**src/rtl/dircc_stream_arbiter.sv**
```systemverilog
// ---- dircc_stream_arbiter: packet-locked round-robin Avalon-ST arbiter, registered output (rev 1.0) ----
`default_nettype none

module dircc_stream_arbiter #(
  parameter int NUM_INPUTS  = 4,
  parameter int DATA_WIDTH  = 32,
  parameter int EMPTY_WIDTH = 2
) (
  input  logic                              clk_clk,
  input  logic                              reset_reset_n,
  input  logic [NUM_INPUTS-1:0]             stream_in_valid,
  input  logic [NUM_INPUTS*DATA_WIDTH-1:0]  stream_in_data,
  input  logic [NUM_INPUTS-1:0]             stream_in_startofpacket,
  input  logic [NUM_INPUTS-1:0]             stream_in_endofpacket,
  input  logic [NUM_INPUTS*EMPTY_WIDTH-1:0] stream_in_empty,
  output logic [NUM_INPUTS-1:0]             stream_in_ready,
  output logic                              stream_out_valid,
  output logic [DATA_WIDTH-1:0]             stream_out_data,
  output logic                              stream_out_startofpacket,
  output logic                              stream_out_endofpacket,
  output logic [EMPTY_WIDTH-1:0]            stream_out_empty,
  input  logic                              stream_out_ready,
  output logic [NUM_INPUTS-1:0]             grant,
  output logic                              busy,
  output logic [15:0]                       drop_count
);

  localparam int PTR_W = $clog2(NUM_INPUTS);
  localparam logic [PTR_W:0] NUM_N = (PTR_W+1)'(NUM_INPUTS);
  localparam logic [PTR_W-1:0] LAST_IDX = PTR_W'(NUM_INPUTS - 1);

  typedef enum logic [0:0] {IDLE = 1'b0, PKT = 1'b1} state_t;

  state_t                state, state_nx;
  logic [PTR_W-1:0]      ptr, ptr_nx, owner, owner_nx, pick;
  logic                  pick_ok;
  logic [PTR_W:0]        idx;
  logic [NUM_INPUTS-1:0] grant_nx, cand, stray;
  logic                  slot_free, fwd;
  logic [3:0]            stray_cnt;
  logic [16:0]           drop_sum;

  assign slot_free = !stream_out_valid || stream_out_ready;
  assign cand      = stream_in_valid & stream_in_startofpacket;
  assign busy      = (state == PKT);

  // Scan downward so the candidate closest to ptr is the last (winning) assignment.
  always_comb begin : pick_logic
    pick    = '0;
    pick_ok = 1'b0;
    idx     = '0;
    for (int k = NUM_INPUTS - 1; k >= 0; k--) begin
      idx = {1'b0, ptr} + (PTR_W+1)'(k);
      if (idx >= NUM_N) idx = idx - NUM_N;
      if (cand[idx[PTR_W-1:0]]) begin
        pick    = idx[PTR_W-1:0];
        pick_ok = 1'b1;
      end
    end
  end

  always_comb begin : ctrl_logic
    state_nx        = state;
    ptr_nx          = ptr;
    owner_nx        = owner;
    grant_nx        = grant;
    stream_in_ready = '0;
    stray           = '0;
    fwd             = 1'b0;
    if (reset_reset_n) begin
      case (state)
        IDLE: begin
          // Ready here does not look at valid; SOP holders wait for the grant.
          stream_in_ready = ~stream_in_startofpacket;
          stray           = stream_in_valid & ~stream_in_startofpacket;
          if (pick_ok) begin
            state_nx = PKT;
            owner_nx = pick;
            grant_nx = NUM_INPUTS'(1) << pick;
          end
        end
        PKT: begin
          stream_in_ready[owner] = slot_free;
          fwd = stream_in_valid[owner] && slot_free;
          if (fwd && stream_in_endofpacket[owner]) begin
            state_nx = IDLE;
            grant_nx = '0;
            ptr_nx   = (owner == LAST_IDX) ? '0 : owner + PTR_W'(1);
          end
        end
        default: state_nx = IDLE;
      endcase
    end
  end

  always_comb begin : drop_logic
    stray_cnt = '0;
    for (int i = 0; i < NUM_INPUTS; i++) stray_cnt = stray_cnt + {3'b000, stray[i]};
    drop_sum = {1'b0, drop_count} + {13'd0, stray_cnt};
  end

  always_ff @(posedge clk_clk or negedge reset_reset_n) begin
    if (!reset_reset_n) begin
      state                    <= IDLE;
      ptr                      <= '0;
      owner                    <= '0;
      grant                    <= '0;
      drop_count               <= '0;
      stream_out_valid         <= 1'b0;
      stream_out_data          <= '0;
      stream_out_startofpacket <= 1'b0;
      stream_out_endofpacket   <= 1'b0;
      stream_out_empty         <= '0;
    end else begin
      state      <= state_nx;
      ptr        <= ptr_nx;
      owner      <= owner_nx;
      grant      <= grant_nx;
      drop_count <= drop_sum[16] ? 16'hFFFF : drop_sum[15:0];
      if (fwd) begin
        stream_out_valid         <= 1'b1;
        stream_out_data          <= stream_in_data[int'(owner)*DATA_WIDTH +: DATA_WIDTH];
        stream_out_startofpacket <= stream_in_startofpacket[owner];
        stream_out_endofpacket   <= stream_in_endofpacket[owner];
        stream_out_empty         <= stream_in_empty[int'(owner)*EMPTY_WIDTH +: EMPTY_WIDTH];
      end else if (stream_out_ready) begin
        stream_out_valid <= 1'b0;
      end
    end
  end

endmodule

`default_nettype wire
```
**config.mk**
```make
export PLATFORM = sky130hd
export DESIGN_NAME = dircc_stream_arbiter
export DESIGN_NICKNAME = d
export VERILOG_FILES = /design/src/rtl/dircc_stream_arbiter.sv
export SDC_FILE = /design/constraint.sdc
export NUM_CORES = 1
export LEC_CHECK = 0
export BUFFER_PORTS_ARGS = -buffer_cell sky130_fd_sc_hd__buf_2
export CORE_MARGIN = 4
export CORE_UTILIZATION = 45
export DETAILED_ROUTE_END_ITERATION = 10
export GPL_TIMING_DRIVEN = 0
export HOLD_SLACK_MARGIN = 0.1
export PLACE_DENSITY = 0.82
export RECOVER_POWER = 100
export SETUP_SLACK_MARGIN = 0.4
export SYNTH_ARGS = -nofsm -noshare
export SYNTH_HDL_FRONTEND = slang
export SYNTH_SLANG_ARGS = --single-unit
```
**constraint.sdc**
```tcl
create_clock -name clk_clk -period 4.4 [get_ports clk_clk]
set_input_delay 0.88 -clock clk_clk [delete_from_list [all_inputs] [get_ports clk_clk]]
set_output_delay 0.88 -clock clk_clk [all_outputs]
set_load 0.005 [all_outputs]
```
Word-level counts from Yosys, hierarchy flattened
Cells that the tools add are included.
{ "totals": {"register_bits": 62, "in_bits": 151, "output_inout_bits": 62, "elab_cells": 96} }
{ "op_classes": {"addsub": 12, "magnitude_cmp": 10, "eq_ne": 3, "shift": 3, "n_mux": 44, "bitwise_logic": 5, "n_reduce_logical": 9} }
{ "op_table": {"columns": ["cell", "n"], "rows": [
  ["128-bit by 8-bit variable part select with 32-bit output", 1],
  ["4-bit 2-to-1 mux", 5],
  ["1-bit 2-to-1 mux", 18],
  ["2-bit 2-to-1 mux", 9],
  ["16-bit by 4-bit adder with 17-bit output", 1],
  ["16-bit 2-to-1 mux", 1],
  ["4-bit one-hot mux with 2 select lines", 2],
  ["2-bit by 3-bit < comparator with 1-bit output, second input constant", 5],
  ["1-bit binary-select mux with 2-bit select", 7],
  ["4-bit bitwise AND", 3],
  ["3-bit greater-or-equal comparator, second input constant", 3],
  ["3-bit AND reduction", 3],
  ["8-bit by 4-bit variable part select with 2-bit output", 1],
  ["2-bit by 1-bit subtractor with 2-bit output, second input constant", 4],
  ["2-bit by 2-bit adder with 3-bit output, second input constant", 2],
  ["3-bit by 1-bit adder with 4-bit output", 1],
  ["4-bit inverter", 1],
  ["1-bit by 2-bit << shifter with 4-bit output, first input constant", 1],
  ["2-bit by 1-bit adder with 3-bit output", 1],
  ["2-bit by 1-bit adder with 3-bit output, second input constant", 1],
  ["2-bit by 3-bit greater-or-equal comparator with 1-bit output, second input constant", 1],
  ["1-bit logical AND", 3],
  ["1-bit by 1-bit adder with 2-bit output", 1],
  ["2-bit by 1-bit adder with 2-bit output, second input constant", 1],
  ["other kinds (10)", 10]
]} }

Depth between registers and ports, before layout
Gate-level depths: netlist (run 1).
{ "logic_depth": {"word_depth": 12, "depth_mapped": 12} }

Worst setup path before layout (run 1)
OpenSTA, ideal clock, no wires.
{ "synth_path": {"path_kind": "in2reg", "start": "in reset_reset_n", "end": "reg drop_count[14]", "setup_ns": 0.125, "arrival_time_ns": 3.334, "t_required_ns": 4.275, "path_slack_ns": 0.941, "stages": 11, "path_buffers": 0, "cell_sequence": "nand2b_1 nor2_1 nand2_1 fa_1 fa_1 inv_1 fa_1 nand4_1 nor3_1 and3_1 mux2_2"} }
{ "synth_via": {"elab_chain_len": 6} }
{ "synth_rtl": {"columns": ["element", "line_no", "text"], "rows": [
  ["from (decl)", "10", "input logic reset_reset_n,"],
  ["4-bit 2-to-1 mux (*)", "70", "if (reset_reset_n) begin"],
  ["1-bit by 1-bit adder with 2-bit output", "98", "for (int i = 0; i < NUM_INPUTS; i++) stray_cnt = stray_cnt + {3'b000, stray[i]};"],
  ["2-bit by 1-bit adder with 3-bit output", "98", null],
  ["3-bit by 1-bit adder with 4-bit output (*)", "98", null],
  ["16-bit by 4-bit adder with 17-bit output (*)", "99", "drop_sum = {1'b0, drop_count} + {13'd0, stray_cnt};"],
  ["16-bit 2-to-1 mux (*)", "119", "drop_count <= drop_sum[16] ? 16'hFFFF : drop_sum[15:0];"],
  ["to (signal assigned)", "119", null],
  ["to (decl)", "25", "output logic [15:0] drop_count"]
]} }
Every way passes the cells marked *; elsewhere a longest branch is shown, timed or not.
A chain may end at the register's enable or synchronous reset.

Worst setup path after layout (run 1)
Same ends and word-level chain as after synthesis.

==> results of run 1 <==
[how the worst max path moves through the flow]
stage	startpoint	to	slack (ps)
6_report	reset_reset_n	drop_count[14]	490
5_1_grt	reset_reset_n	drop_count[14]	280
4_1_cts	reset_reset_n	drop_count[14]	520
3_5_place_dp	reset_reset_n	drop_count[14]	-300
3_3_place_gp	reset_reset_n	drop_count[14]	-820
2_1_floorplan	reset_reset_n	drop_count[14]	940
[cells in the mapped netlist, drive strengths merged]
| cell | n |
|---|---|
| a21o | 6 |
| a21oi | 3 |
| a31oi | 1 |
| a41o | 1 |
| and2 | 1 |
| and3 | 4 |
| and4 | 1 |
| buf | 13 |
| clkbuf | 2 |
| dfrtp | 62 |
| fa | 3 |
| ha | 5 |
| inv | 7 |
| mux2 | 38 |
| mux2i | 1 |
| mux4 | 37 |
| nand2 | 34 |
| nand2b | 3 |
| nand3 | 9 |
| nand4 | 3 |
| nand4b | 1 |
| nand4bb | 1 |
| nor2 | 8 |
| nor2b | 2 |
| nor3 | 3 |
| nor3b | 1 |
| o2111ai | 2 |
| o211ai | 1 |
| o21a | 2 |
| o21ai | 8 |
| o22a | 1 |
| o22ai | 1 |
| o311ai | 1 |
| o31ai | 2 |
| o32ai | 4 |
| or3 | 1 |
| or4 | 1 |
| xnor2 | 3 |
| xor2 | 5 |
[report_power, final]
group | leakage (nW) | switching, W | total [W] | internal [W]
registers | 0.761 | 0.000163 | 0.000976 | 0.000813
logic | 1.54 | 0.000655 | 0.00144 | 0.000784
clock network | 0.0982 | 0.000218 | 0.000465 | 0.000247
total | 2.40 | 0.00104 | 0.00288 | 0.00184
[registers in the layout (all words and copies together) (netlist names)]
| register | cells |
|---|---|
| owner | 2 |
| stream_out_endofpacket | 1 |
| stream_out_empty | 2 |
| stream_out_data | 32 |
| stream_out_startofpacket | 1 |
| grant | 4 |
| ptr | 2 |
| busy | 1 |
| stream_out_valid | 1 |
| drop_count | 16 |
[per-stage QoR]
step | TNS [ps] | utilization [%]
6_report | 0 | 61.7
5_1_grt | 0 | 61.7
4_1_cts | 0 | 62.9
3_5_place_dp | -780 | 60.5
3_3_place_gp | -8350 | 60.5
2_1_floorplan | 0 | -
[per-layer routing]
layer	vias up	track usage, %	part of all wire, %
met5	-	0	0
met4	0	10.1	3.4
met3	27	6.45	7.2
met2	165	41.9	53
met1	1667	26.9	37
li1	1523	-	-
[cells by family (layout without fill, tap and decap cells)]
kind of cell / Yosys count / count (layout) / synth area share [%]
compound gates: 33 / 33 / 6.14
xor+xnor: 8 / 8 / 1.87
fa+ha+maj: 8 / 8 / 3.27
buf+inv: 22 / 249 / 3.77
flops: 62 / 62 / 41.4
mux: 76 / 76 / 34.1
simple gates: 73 / 73 / 9.51
[cell type report]
class	count	area, um^2	share of cell area (%)
multi-input combinational	198	2050	40.6
sequential	62	1550	30.8
timing repair buffer	212	1020	20.2
clock buffer	12	165	3.28
tap	105	131	2.61
buffer	15	82.6	1.64
inverter	7	26.3	0.521
clock inverter	3	18.8	0.372
==> out/results.ini, run 1 <==
[final_layout]
final_cell_mix=168 x buf_2, 62 x dfrtp_1, 55 x clkbuf_1
post_route_cells_drive_above_1_share_pct=51.3
postLayoutCellArea_um2=5040
instances_no_fill=614
finalNetCount=664
syn_to_final_growth_pct=34.4
layout_commonest_cell=buf_2
fill_cells=716
diodes=0

[setup_path]
cp_slowest_cell=fa_1
critPathMaxStageDelay_ps=490
critPathKind=in -> reg
r2r-end=drop_count[14]
worstPathArrival_ps=4130
rrSetupSlack_ps=920
cp.depth=12
regToRegStartpoint=busy
cp_max_fo=65
cp-end-kind=register
path_delay_family=simple AND/OR/NAND/NOR gates
critical_path_required_ps=4620
setup.worst_path.start_class=input port
crit_path_frequent_cell=fa_1
worstPathCellList=buf_12 > nand2b_1 > nor2_1 > nand2_1 > fa_1 > fa_1 > inv_1 > fa_1 > nand4_1 > nor3_1 > and3_1 > mux2_2
crit_buf_inv=2
r2r_cells=11

[floorplan]
ios=213
die_y_um=99.3
core_um2=8180
rows=33
die-area_um2=9860
initial_core_util_pct=45.9
die_w_um=99.3

[sta]
fmax_ghz=0.256
hold_viol=0
fin_crit_sh_pct=88.8
hold_slack_ps=423
rsz0062_at_grt=no
finClkSkew_ps=14.1
setup_ws_ps=495
max-slew-margin-rel_pct=53.7
finalSetupViolCount=0
slew_viol_final=0
fin_crit_ps=3910
tightest_slew_ps=685

[synth]
synth.top_cell.area_share_pct=41.4
avgSynthCellArea_um2=13.3
syn-cell-area_um2=3750
synth_area_leader_cell=dfrtp_1
synth_seq_cells=62
syn_inst=282
ys_types=43
yosys_warnings=0
yosysSeqAreaShare_pct=41.4
synth_nets=441
synth_area_leaders=dfrtp_1 41%, mux4_2 22%, mux2_2 11%

[cts]
htree_levels=3
cts_repair_resize_count=3
post-cts-setup-buffers=0
cts_hold_buf=0
cts_tree=yes
clkLatencyLatePin_ps=340
cts.clk_slew.worst_paths_ps=70
cts_root_buf=clkbuf_8
cts.sinks=62
clockBufferDepth=2
cts_made_buffers=9

[worst_hold_path]
hold_class=in -> async

[global_route]
antenna_found_initial=0
overflow=0
grt_pass1_wl_um=18000
grt_usage_pct=23.7
first_global_vias=3522
grt_max_degree=66

[pwr]
power_density_nw_per_um2=571
total_power_w=0.00288
vdd_ir_drop_max_v=0.000222
p_leak_nw=2.40

[place]
portBuffers=212
pre_cts_slack_ps=-296
dp.cells=599
gp_congestion=0.881
hpwl_um=9240
placed_cell_area_um2=4950

[detailed_routing]
ant_nets=0
viasPerCell=5.51
drt_wl_total_um=11600
drtPass1Iterations=4
drc_errors=0
route.vias.total=3382
drt_iter0_markers=86
wl_per_cell_um=18.9

[run]
maxCapViolCount=0

[status]
status=finished, final reports clean

No activity file was read; power rests on OpenSTA's default activity.
==> run 2, diff against run 1 <==
--- a/config.mk
+++ b/config.mk
@@ -6,6 +6,7 @@
 export NUM_CORES = 1
 export LEC_CHECK = 0
 export BUFFER_PORTS_ARGS = -buffer_cell sky130_fd_sc_hd__buf_2
+export CAP_MARGIN = 0
 export CORE_MARGIN = 4
 export CORE_UTILIZATION = 45
 export DETAILED_ROUTE_END_ITERATION = 10
==> constraint.sdc (replaced) <==
create_clock -name clk_clk -period 4.4 [get_ports clk_clk]
set_input_delay 0.88 -clock clk_clk [delete_from_list [all_inputs] [get_ports clk_clk]]
set_output_delay 0.88 -clock clk_clk [all_outputs]
set_load 0.02 [all_outputs]
==> run 2 against run 1 <==
Worst hold slack hardly changed; flip-flop and latch count is the same; wire length grew 0.19%; critical endpoint unchanged.
==> out/results.ini, run 2 (same netlist as run 1, synthesis figures left out) <==
[worst_hold_path]
hold_class=in -> async

[sta]
tightest_slew_ps=686  ; +0.982 ps
finClkSkew_ps=14.1  ; +0.0240 ps
rsz0062_at_grt=no
hold_slack_ps=423  ; +0.0710 ps
fin_crit_sh_pct=88.9  ; +0.16 points
setup_ws_ps=488  ; -6.98 ps
hold_viol=0  ; unchanged
max-slew-margin-rel_pct=53.7  ; -0.066 points
fmax_ghz=0.256  ; -0.18%
fin_crit_ps=3910  ; +6.98 ps
slew_viol_final=0  ; unchanged
finalSetupViolCount=0  ; unchanged

[floorplan]
initial_core_util_pct=45.9  ; unchanged
core_um2=8180  ; unchanged
die_y_um=99.3  ; unchanged
die_w_um=99.3  ; unchanged
rows=33  ; unchanged
ios=213  ; unchanged
die-area_um2=9860  ; unchanged

[detailed_routing]
drt_iter0_markers=87  ; +1.2%
viasPerCell=5.51  ; about the same
drc_errors=0  ; unchanged
drtPass1Iterations=4  ; unchanged
drt_wl_total_um=11600  ; +0.19%
wl_per_cell_um=18.9  ; +0.19%
route.vias.total=3384  ; +0.059%
ant_nets=0  ; unchanged

[cts]
clockBufferDepth=2  ; unchanged
cts_root_buf=clkbuf_8
post-cts-setup-buffers=0  ; unchanged
cts_hold_buf=0  ; unchanged
clkLatencyLatePin_ps=340  ; about the same
cts.clk_slew.worst_paths_ps=70  ; about the same
cts_made_buffers=9  ; unchanged
htree_levels=3  ; unchanged
cts_tree=yes
cts.sinks=62  ; unchanged

[setup_path]
rrSetupSlack_ps=910  ; about the same
r2r_cells=11  ; unchanged
cp-end-kind=register
worstPathArrival_ps=4130  ; about the same
r2r-end=drop_count[14]
cp_max_fo=65  ; unchanged
regToRegStartpoint=busy
critPathKind=in -> reg
setup.worst_path.start_class=input port
endpoint=drop_count[14]
critical_path_required_ps=4620  ; about the same
cp-startpoint=reset_reset_n

[final_layout]
fill_cells=726  ; +1.4%
finalNetCount=664  ; unchanged
seqCellArea_um2=1550  ; unchanged
post_route_cells_drive_above_1_share_pct=48.5  ; -2.8 points
largest_register_ffs=32  ; unchanged
multi_input_area_um2=2050  ; unchanged
layout_commonest_cell=buf_2
largest_register=stream_out_data
syn_to_final_growth_pct=33.9
final_cell_mix=154 x buf_2, 69 x clkbuf_1, 62 x dfrtp_1
reg_top3=stream_out_data (32), drop_count (16), grant (4)
diodes=0  ; unchanged

[pwr]
power_density_nw_per_um2=625  ; +9.5%
vdd_ir_drop_max_v=0.000233  ; +4.8%
p_leak_nw=2.35  ; -2.1%

[global_route]
overflow=0  ; unchanged
grt_usage_pct=23.7  ; unchanged
grt_max_degree=66  ; unchanged
first_global_vias=3522  ; unchanged
antenna_found_initial=0  ; unchanged
grt_pass1_wl_um=18000  ; unchanged

[status]
status=finished, final reports clean

[run]
maxCapViolCount=0  ; unchanged

[place]
pre_cts_slack_ps=-296  ; unchanged
hpwl_um=9240  ; unchanged
portBuffers=212  ; unchanged
gp_congestion=0.881  ; unchanged

## run 2: changes by cell type in the layout (fill, tap and decap cells not counted)
cell      delta
clkbuf_1    +14
buf_2       -14
## run 2: through the flow
stage,util [%],std cells,total power [W],TNS (ps),instance area [um^2]
floorplan,-,282,0.00221,0,3750
global placement,60.5,599,0.00274,-8350,4940
detailed placement,60.5,599,0.00278,-780,4950
CTS,62.9,614,0.00326,0,5140
global route,61.4,614,0.00335,0,5020
finish,61.4,614,0.00314,0,5020
## run 2: final cells by class
class                           instances  share of cell area (%)
Multi-Input combinational cell        198                    40.7
Sequential cell                        62                    30.9
Timing Repair Buffer                  212                    19.9
Clock buffer                           12                    3.29
Tap cell                              105                    2.62
Buffer                                 15                    1.64
Inverter                                7                   0.523
Clock inverter                          3                   0.374
## run 2: routing by layer
metal | up-vias | share of wire, % | global-route usage [%]
met4 | 0 | 3.4 | 10.1
li1 | 1523 | - | -
met5 | - | 0 | 0
met3 | 27 | 7.3 | 6.45
met1 | 1669 | 37 | 26.9
met2 | 165 | 53 | 41.9
## run 2: where the power goes
part           internal, W  leakage [nW]  switching (W)  total, W
Clock             0.000247        0.0982       0.000218  0.000465
Sequential        0.000813         0.761       0.000164  0.000977
Combinational     0.000775          1.49       0.000925   0.00170
## run 2: repair_timing
action | 4_1_cts | 5_1_grt
gates resized for setup | 3 | 1
gates cloned | 0 | 0
pin swaps | 0 | 0
hold endpoints to repair | 0 | 0
setup endpoints to repair | 12 | 1
## run 2: worst max-delay path, stage by stage
cell and delay, ps:
buf_12 280, nand2b_1 220, nor2_1 170, nand2_1 110, fa_1 490, fa_1 460, inv_1 80, fa_1 250
nand4_1 180, nor3_1 410, and3_1 240, mux2_2 330
## run 2: worst min path at each step
stage	to	slack (ps)	depth (start not counted)
after floorplan	ptr[0]	570	1
after global placement	stream_out_endofpacket	460	1
after detailed placement	stream_out_endofpacket	460	1
after CTS	stream_out_empty[1]	430	1
after global routing	stream_out_empty[1]	430	1
final	stream_out_empty[1]	420	1
==> run 3, diff against run 2 <==
==> constraint.sdc (replaced) <==
create_clock -name clk_clk -period 4.4 [get_ports clk_clk]
set_input_delay 0.44 -clock clk_clk [delete_from_list [all_inputs] [get_ports clk_clk]]
set_output_delay 0.44 -clock clk_clk [all_outputs]
set_load 0.02 [all_outputs]
==> run 3 against run 2 <==
Register-to-register slack better by 30 ps; largest power group unchanged; flip-flop and latch count unchanged; highest routed layer unchanged; cell count is the same.
==> out/results.ini, run 3 (same netlist as run 1, synthesis figures left out) <==
[floorplan]
die_y_um=99.3  ; unchanged
die_w_um=99.3  ; unchanged
die-area_um2=9860  ; unchanged
core_um2=8180  ; unchanged
ios=213  ; unchanged
initial_core_util_pct=45.9  ; unchanged
rows=33  ; unchanged

[final_layout]
layout_commonest_cell=buf_2
largest_register=stream_out_data
post_route_cells_drive_above_1_share_pct=48.5  ; unchanged
postLayoutCellArea_um2=5020  ; -0.12%
final_cell_mix=153 x buf_2, 70 x clkbuf_1, 62 x dfrtp_1
diodes=0  ; unchanged
largest_register_ffs=32  ; unchanged
syn_to_final_growth_pct=33.8
reg_top3=stream_out_data (32), drop_count (16), grant (4)
finalNetCount=664  ; unchanged

[setup_path]
r2r-end=drop_count[14]
regToRegStartpoint=busy
worstPathCellList=buf_6 > nand2b_1 > nor2_1 > nand2_1 > fa_1 > fa_1 > inv_1 > fa_1 > nand4_1 > nor3_1 > and3_1 > mux2_2
cp-end-kind=register
path_delay_family=simple AND/OR/NAND/NOR gates
r2r_cells=11  ; unchanged
crit_buf_inv=2  ; unchanged
critPathMaxStageDelay_ps=490  ; about the same
cp_slowest_cell=fa_1
critical_path_required_ps=4620  ; about the same
crit_path_frequent_cell=fa_1
setup.worst_path.start_class=input port
cp_max_fo=65  ; unchanged
worstPathArrival_ps=3890  ; -240 ps
critPathKind=in -> reg
rrSetupSlack_ps=940  ; +30 ps

[sta]
hold_viol=0  ; unchanged
finalSetupViolCount=0  ; unchanged
slew_viol_final=0  ; unchanged
max-slew-margin-rel_pct=54.0  ; +0.35 points
setup_ws_ps=735  ; +248 ps
fin_crit_sh_pct=83.3  ; -5.6 points
tns_ps=0  ; unchanged
rsz0062_at_grt=no
fin_crit_ps=3660  ; -248 ps
fmax_ghz=0.273  ; +6.8%
tightest_slew_ps=681  ; -5.20 ps
hold_slack_ps=82.6  ; -340 ps
finClkSkew_ps=13.8  ; -0.328 ps

[pwr]
p_leak_nw=2.34  ; -0.19%
vdd_ir_drop_max_v=0.000233  ; about the same
total_power_w=0.00314  ; about the same
power_density_nw_per_um2=627  ; +0.20%

[cts]
cts.clk_slew.worst_paths_ps=70  ; about the same
clockBufferDepth=2  ; unchanged
clkLatencyLatePin_ps=340  ; about the same
cts_tree=yes
cts.sinks=62  ; unchanged
htree_levels=3  ; unchanged
post-cts-setup-buffers=0  ; unchanged
cts_root_buf=clkbuf_8
cts_made_buffers=9  ; unchanged

[detailed_routing]
drc_errors=0  ; unchanged
viasPerCell=5.53  ; +0.27%
ant_nets=0  ; unchanged
drt_wl_total_um=11600  ; -0.64%
wl_per_cell_um=18.8  ; -0.64%
route.vias.total=3393  ; +0.27%
drtPass1Iterations=4  ; unchanged
drt_iter0_markers=116  ; +33%

[worst_hold_path]
hold_class=in -> async

[place]
hpwl_um=9240  ; unchanged
placed_cell_area_um2=4950  ; unchanged
gp_congestion=0.881  ; unchanged
pre_cts_slack_ps=144  ; +440 ps
portBuffers=212  ; unchanged

[global_route]
grt_pass1_wl_um=17900  ; -0.38%
first_global_vias=3514  ; -0.23%
antenna_found_initial=0  ; unchanged
grt_max_degree=66  ; unchanged
overflow=0  ; unchanged
grt_usage_pct=23.6  ; -0.11 points

[run]
maxCapViolCount=0  ; unchanged

[status]
status=finished, final reports clean

run 3: routing by layer:
layer / routed length [um] / vias up / share of wire (%) / global-route usage, %
li1: - / 1523 / - / -
met1: 4260 / 1676 / 37 / 26.9
met2: 6030 / 167 / 52 / 41.5
met3: 873 / 27 / 7.6 / 6.45
met4: 394 / 0 / 3.4 / 10.1
met5: 0 / - / 0 / 0
run 3: stage by stage:
stage / std cells / utilization (%)
2_1_floorplan: 282 / -
3_3_place_gp: 599 / 60.5
3_5_place_dp: 599 / 60.5
4_1_cts: 614 / 62.7
5_1_grt: 614 / 61.4
6_report: 614 / 61.4
run 3: worst reg2reg max path, stage by stage (launching register included):
cell      delay [ps]
dfrtp_1          400
nand2b_1         230
nor2_1           190
nand2_1          110
fa_1             490
fa_1             460
inv_1             80
fa_1             250
nand4_1          180
nor3_1           380
and3_1           240
mux2_2           330
run 3: power by group:
group | switching [W] | internal (W)
combinational | 0.000925 | 0.000778
sequential | 0.000164 | 0.000813
clock | 0.000218 | 0.000247
run 3: worst max-delay path by stage:
| stage | startpoint | to | slack [ps] | cells past startpoint |
|---|---|---|---|---|
| 3_5_place_dp | reset_reset_n | drop_count[14] | 140 | 12 |
| 2_1_floorplan | busy | drop_count[14] | 1240 | 11 |
| 4_1_cts | reset_reset_n | drop_count[14] | 490 | 12 |
| 6_report | reset_reset_n | drop_count[14] | 740 | 12 |
| 3_3_place_gp | reset_reset_n | drop_count[14] | -380 | 12 |
| 5_1_grt | reset_reset_n | drop_count[14] | 450 | 12 |
run 3: repair_timing:
action | in CTS | in global routing
hold buffers | 0 | 0
endpoints found under the setup margin | 0 | 2
resized for setup | 0 | 1
run 3: cell type report:
cell class	count	area, um^2
Buffer	15	81.3
Clock buffer	12	165
Clock inverter	3	18.8
Fill cell	721	3160
Inverter	7	26.3
Multi-Input combinational cell	198	2050
Sequential cell	62	1550
Tap cell	105	131
Timing Repair Buffer	212	992
